===== src/rtl/rr_arb_fifo.sv =====
// Round-robin arbiter whose grants are queued, by requester index, into a grant FIFO.
// Also watches for requesters that wait too long and for requests withdrawn before their grant.
module rr_arb_fifo #(
    parameter int N       = 4,
    parameter int DEPTH   = 8,
    parameter int TIMEOUT = 16,
    localparam int IW     = $clog2(N),
    localparam int CW     = $clog2(DEPTH + 1)
) (
    input  logic          clk,
    input  logic          rst_n,
    input  logic [N-1:0]  arb_req,
    output logic [N-1:0]  arb_gnt,
    input  logic          fifo_pop,
    output logic [IW-1:0] out_id,
    output logic          fifo_empty,
    output logic          fifo_full,
    output logic [CW-1:0] fifo_count,
    output logic          timeout_err,
    output logic [IW-1:0] timeout_ch,
    output logic          proto_err
);

    localparam int AW  = $clog2(DEPTH);
    localparam int IW1 = IW + 1;
    localparam int WW  = $clog2(TIMEOUT + 1);

    localparam logic [WW-1:0]  TMAX     = WW'(TIMEOUT);
    localparam logic [IW1-1:0] NWRAP    = IW1'(N);
    localparam logic [CW-1:0]  FULL_CNT = CW'(DEPTH);
    localparam logic [IW-1:0]  LAST_IDX = IW'(N - 1);

    logic [IW-1:0]  ptr_q, ptr_d;
    logic [AW-1:0]  wr_q, wr_d;
    logic [AW-1:0]  rd_q, rd_d;
    logic [CW-1:0]  count_q, count_d;
    logic [IW-1:0]  mem_q [DEPTH];
    logic [WW-1:0]  wait_q [N];
    logic [WW-1:0]  wait_d [N];
    logic [N-1:0]   pend_q, pend_d;
    logic           terr_q, terr_d;
    logic [IW-1:0]  tch_q, tch_d;
    logic           perr_q, perr_d;

    logic           pop_eff;
    logic           can_push;
    logic           gnt_valid;
    logic [IW-1:0]  gnt_idx;
    logic [IW1-1:0] cand;
    logic           to_hit;

    assign fifo_empty  = (count_q == '0);
    assign fifo_full   = (count_q == FULL_CNT);
    assign fifo_count  = count_q;
    assign out_id      = fifo_empty ? '0 : mem_q[rd_q];
    assign timeout_err = terr_q;
    assign timeout_ch  = tch_q;
    assign proto_err   = perr_q;

    // A full FIFO can still accept a grant when the head leaves on the same edge.
    assign pop_eff  = fifo_pop && !fifo_empty;
    assign can_push = !fifo_full || pop_eff;

    always_comb begin
        gnt_valid = 1'b0;
        gnt_idx   = '0;
        cand      = '0;
        if (rst_n && can_push) begin
            for (int k = 0; k < N; k++) begin
                cand = {1'b0, ptr_q} + IW1'(k);
                if (cand >= NWRAP) begin
                    cand = cand - NWRAP;
                end
                if (!gnt_valid && arb_req[cand[IW-1:0]]) begin
                    gnt_valid = 1'b1;
                    gnt_idx   = cand[IW-1:0];
                end
            end
        end
    end

    always_comb begin
        arb_gnt = '0;
        if (gnt_valid) begin
            arb_gnt[gnt_idx] = 1'b1;
        end
    end

    always_comb begin
        ptr_d   = ptr_q;
        wr_d    = wr_q;
        rd_d    = rd_q;
        count_d = count_q;
        if (gnt_valid) begin
            ptr_d = (gnt_idx == LAST_IDX) ? '0 : gnt_idx + IW'(1);
            wr_d  = wr_q + AW'(1);
        end
        if (pop_eff) begin
            rd_d = rd_q + AW'(1);
        end
        unique case ({gnt_valid, pop_eff})
            2'b10:   count_d = count_q + CW'(1);
            2'b01:   count_d = count_q - CW'(1);
            default: count_d = count_q;
        endcase
    end

    // Wait counters saturate so a long-starved requester keeps reporting the timeout level.
    always_comb begin
        for (int i = 0; i < N; i++) begin
            if (arb_req[i] && !arb_gnt[i]) begin
                wait_d[i] = (wait_q[i] == TMAX) ? wait_q[i] : wait_q[i] + WW'(1);
            end else begin
                wait_d[i] = '0;
            end
        end
    end

    always_comb begin
        terr_d = terr_q;
        tch_d  = tch_q;
        to_hit = 1'b0;
        if (!terr_q) begin
            for (int i = 0; i < N; i++) begin
                if (!to_hit && wait_d[i] == TMAX) begin
                    to_hit = 1'b1;
                    terr_d = 1'b1;
                    tch_d  = IW'(i);
                end
            end
        end
        perr_d = perr_q | (|(pend_q & ~arb_req));
        pend_d = arb_req & ~arb_gnt;
    end

    always_ff @(posedge clk or negedge rst_n) begin
        if (!rst_n) begin
            ptr_q   <= '0;
            wr_q    <= '0;
            rd_q    <= '0;
            count_q <= '0;
            pend_q  <= '0;
            terr_q  <= 1'b0;
            tch_q   <= '0;
            perr_q  <= 1'b0;
            for (int i = 0; i < N; i++) begin
                wait_q[i] <= '0;
            end
        end else begin
            ptr_q   <= ptr_d;
            wr_q    <= wr_d;
            rd_q    <= rd_d;
            count_q <= count_d;
            pend_q  <= pend_d;
            terr_q  <= terr_d;
            tch_q   <= tch_d;
            perr_q  <= perr_d;
            wait_q  <= wait_d;
        end
    end

    // Storage needs no reset; out_id is masked while the FIFO is empty.
    always_ff @(posedge clk) begin
        if (gnt_valid) begin
            mem_q[wr_q] <= gnt_idx;
        end
    end

endmodule


===== config.mk =====
export PLATFORM = sky130hd
export DESIGN_NAME = rr_arb_fifo
export DESIGN_NICKNAME = d
export VERILOG_FILES = /design/src/rtl/rr_arb_fifo.sv
export SDC_FILE = /design/constraint.sdc
export NUM_CORES = 1
export LEC_CHECK = 0
export ABC_AREA = 0
export ABC_CLOCK_PERIOD_IN_PS = 8300
export CAP_MARGIN = 20
export CORE_ASPECT_RATIO = 1.75
export CORE_MARGIN = 5
export CORE_UTILIZATION = 55
export DETAILED_ROUTE_END_ITERATION = 10
export PLACE_DENSITY = 0.76
export SYNTH_ARGS = -nofsm -noshare
export SYNTH_HDL_FRONTEND = slang
export SYNTH_SLANG_ARGS = --single-unit

===== constraint.sdc =====
create_clock -name clk -period 8.3 [get_ports clk]
set_input_delay 1.66 -clock clk [delete_from_list [all_inputs] [get_ports clk]]
set_output_delay 1.66 -clock clk [all_outputs]
set_load 0.005 [all_outputs]

==> impl_metrics.json <==
{
  "run_status": "completed",
  "grt_max_degree": 46,
  "top_post_synthesis_cells_by_area": "sky130_fd_sc_hd__dfrtp_1, sky130_fd_sc_hd__edfxtp_1, sky130_fd_sc_hd__ha_1",
  "worst_path_largest_cell_delay_ns": 0.75,
  "regToRegEndpoint": "timeout_err",
  "place.port_buffers": 22,
  "finalCoreUtilization_pct": 64.50,
  "finalCritPeriodShare_pct": 77.02,
  "drt_iter0_markers": 106,
  "dieHeight_um": 108.3,
  "post_drt_via_cell_ratio": 5.675,
  "final_cell_mix": "sky130_fd_sc_hd__dfrtp_1, sky130_fd_sc_hd__inv_1, sky130_fd_sc_hd__nor2_1",
  "kind_of_path_behind_the_tightest_hold_check": "register to register",
  "synth-edff-count": 16,
  "finalCriticalPeriod_ns": 6.392,
  "cts_tree": "built",
  "placeableCoreArea_um2": 5343,
  "numCtsBuffers": 5,
  "cp_num_cells": 10,
  "totalNegativeSetupSlack_ns": 0,
  "cap_violations": 0,
  "synth.cell_area_um2": 3038,
  "cp_num_buf_inv": 5,
  "ys_seq_area_share_pct": 48.76,
  "die_area_um2": 7168,
  "post_synth.cell_area_avg_um2": 10.70,
  "yosysUniqueCellTypes": 53,
  "drc": 0,
  "holdPathEnd": "proto_err",
  "n_antenna_cell": 0,
  "cts_buffer_depth": 2,
  "slew_viol_final": 0,
  "pin_count": 23,
  "startpoint_type": "input port",
  "regToRegSetupSlack_ns": 4.37,
  "cellPowerDensity_nw_per_um2": 258.9,
  "hold_path_startpoint": "pend_q[3]",
  "ctsHtreeMaxLevel": 2,
  "slew_headroom_pct": 24.92,
  "wl_per_cell_um": 15.12,
  "crit_path_max_fanout": 45,
  "clock_sinks": 56,
  "cellLeakagePower_nw": 1.458,
  "crit_path_end_kind": "output pin",
  "postSynthCellCount": 284,
  "dp_hpwl_mm": 4.509,
  "reg2regPathDepth": 11,
  "cp_data_required_time_ns": 6.64,
  "dr_total_vias": 2202,
  "area.growth.synth_to_final_pct": 13.43,
  "track_usage_pct": 18.07,
  "clock_skew_ns": 0.01108,
  "dieWidth_um": 66.18,
  "netlist.top_cell.by_area": "sky130_fd_sc_hd__dfrtp_1",
  "maxClockFrequency_mhz": 156.4,
  "wirelength_mm": 5.866,
  "rsz0062_at_grt": "no",
  "ys.flop_type": "sky130_fd_sc_hd__dfrtp_1",
  "hold_depth": 2,
  "final_antenna_net_count": 0,
  "ys.warnings.count": 0,
  "gp_congestion": 0.8242,
  "slowest_stage": "sky130_fd_sc_hd__a311oi_2",
  "global_route.overflow_total": 0,
  "vias_in_the_first_global_route": 2219,
  "grt_pass1_wl_mm": 9.956,
  "grt_antenna_before_repair": 0,
  "clk_transition_reported_paths_ns": 0.10,
  "crit_arrival_ns": 4.73,
  "synth-seq-cells": 56,
  "clockRootBuffer": "sky130_fd_sc_hd__clkbuf_8",
  "timing_worst_slew_pin_value_ns": 1.126,
  "post_cts_resized": 0,
  "postCtsHoldBufs": 0,
  "path_delay_family": "compound AO/OA/AOI/OAI gates",
  "nets": 338,
  "setup_violations": 0,
  "mostFrequentLayoutCell": "sky130_fd_sc_hd__dfrtp_1",
  "syn-num-nets": 309,
  "reg2reg_from": "fifo_count[0]",
  "clkLatencyLatePin_ns": 0.31,
  "synthDominantCellAreaShare_pct": 32.95,
  "firstDrtPassIters": 5,
  "timing.setup.critical_path_class": "input port to output pin",
  "final_layout_size_suffix_gt1_share_pct": 8.599,
  "post-cts-setup-buffer-count": 0,
  "peakVddDrop_uv": 153.7,
  "final-hold-violation-count": 0,
  "rows": 35,
  "crit_path_cell_trace": "buf_2 -> buf_4 -> a21bo_2 -> a21oi_2 -> inv_2 -> a311oi_2 -> inv_1 -> ha_1 -> and2_1 -> clkdlybuf4s50_1",
  "async_flop_share_pct": 71.43,
  "initial_core_util_pct": 56.86
}
power breakdown:
group / switching, W / leakage (nW) / internal, W
logic: 0.000147 / 0.763 / 0.000169
registers: 0.0000770 / 0.649 / 0.000347
clock network: 0.0000904 / 0.0463 / 0.0000621
total: 0.000314 / 1.46 / 0.000578
per-stage QoR:
| step | setup WS [ns] | cell area, µm² | hold WS [ns] | total power [W] | cells |
|---|---|---|---|---|---|
| 2_1_floorplan | 3.334 | 3038 | 0.4369 | 0.0006271 | 284 |
| 3_3_place_gp | 1.963 | 3349 | 0.4534 | 0.0007373 | 380 |
| 3_5_place_dp | 1.910 | 3349 | 0.4503 | 0.0007479 | 380 |
| 4_1_cts | 1.902 | 3446 | 0.4826 | 0.0009013 | 388 |
| 5_1_grt | 1.633 | 3446 | 0.5263 | 0.0009604 | 388 |
| 6_report | 1.908 | 3446 | 0.4776 | 0.0008922 | 388 |
final cells by class:
cell class | count | area [µm²]
clock buffer | 5 | 68.82
clock inverter | 3 | 27.53
fill | 457 | 1897
inverter | 29 | 108.9
multi-input combinational | 198 | 1444
sequential | 56 | 1481
tap | 74 | 92.59
timing repair buffer | 23 | 222.7
synthesized netlist by cell type (5+ instances only):
master / n
sky130_fd_sc_hd__xor2_1: 9
sky130_fd_sc_hd__edfxtp_1: 16
sky130_fd_sc_hd__nand2b_1: 5
sky130_fd_sc_hd__and2_1: 7
sky130_fd_sc_hd__ha_1: 17
sky130_fd_sc_hd__a21boi_0: 5
sky130_fd_sc_hd__nand2_1: 25
sky130_fd_sc_hd__dfrtp_1: 40
sky130_fd_sc_hd__a21oi_1: 9
sky130_fd_sc_hd__nand3_1: 10
sky130_fd_sc_hd__inv_1: 28
sky130_fd_sc_hd__nor3_1: 6
sky130_fd_sc_hd__xnor2_1: 10
sky130_fd_sc_hd__o21ai_0: 8
sky130_fd_sc_hd__nor2_1: 28
worst register-to-register path, stage by stage, from the launching register on:
cell	delay, ns
sky130_fd_sc_hd__dfrtp_1	0.49
sky130_fd_sc_hd__nor4b_4	0.12
sky130_fd_sc_hd__a21bo_2	0.25
sky130_fd_sc_hd__a21oi_2	0.34
sky130_fd_sc_hd__inv_2	0.18
sky130_fd_sc_hd__a311oi_2	0.75
sky130_fd_sc_hd__ha_1	0.30
sky130_fd_sc_hd__a21boi_0	0.10
sky130_fd_sc_hd__a31oi_1	0.53
sky130_fd_sc_hd__nor2_1	0.20
sky130_fd_sc_hd__nand2_1	0.13
sky130_fd_sc_hd__or3b_2	0.43
kinds of logic (layout without fill, tap and decap cells):
group                    count (synthesis)  after routing  share of synthesized area [%]
AND/OR/NAND/NOR                        100            100                          16.85
AO/OA/AOI/OAI                           51             51                          12.48
multiplexers                            10             10                          5.066
flip-flops                              56             56                          48.76
buffers and inverters                   30             60                          3.706
XOR/XNOR                                19             19                          5.478
adder cells (fa/ha/maj)                 18             18                          7.661
how the worst max path moves through the flow:
stage                 end     start
6_report       arb_gnt[0]     rst_n
5_1_grt        arb_gnt[0]     rst_n
4_1_cts        arb_gnt[3]     rst_n
3_5_place_dp   arb_gnt[3]     rst_n
2_1_floorplan  arb_gnt[0]  fifo_pop
3_3_place_gp   arb_gnt[0]     rst_n
metal layers:
| layer | part of all wire [%] | GRT usage [%] | routed length, µm |
|---|---|---|---|
| met4 | 1.8 | 6.541 | 106 |
| met5 | 0 | 0 | 0 |
| met2 | 54 | 33.55 | 3183 |
| met1 | 41 | 20.44 | 2399 |
| met3 | 3.0 | 2.495 | 176 |
state kept, by name, indices dropped and copies added (netlist names):
| name | flops |
|---|---|
| mem_q | 16 |
| wr_q | 3 |
| timeout_err | 1 |
| wait_q | 20 |
| rd_q | 3 |
| ptr_q | 2 |
| fifo_count | 4 |
| pend_q | 4 |
| timeout_ch | 2 |
| proto_err | 1 |
Power figures use the tool's default switching activity.
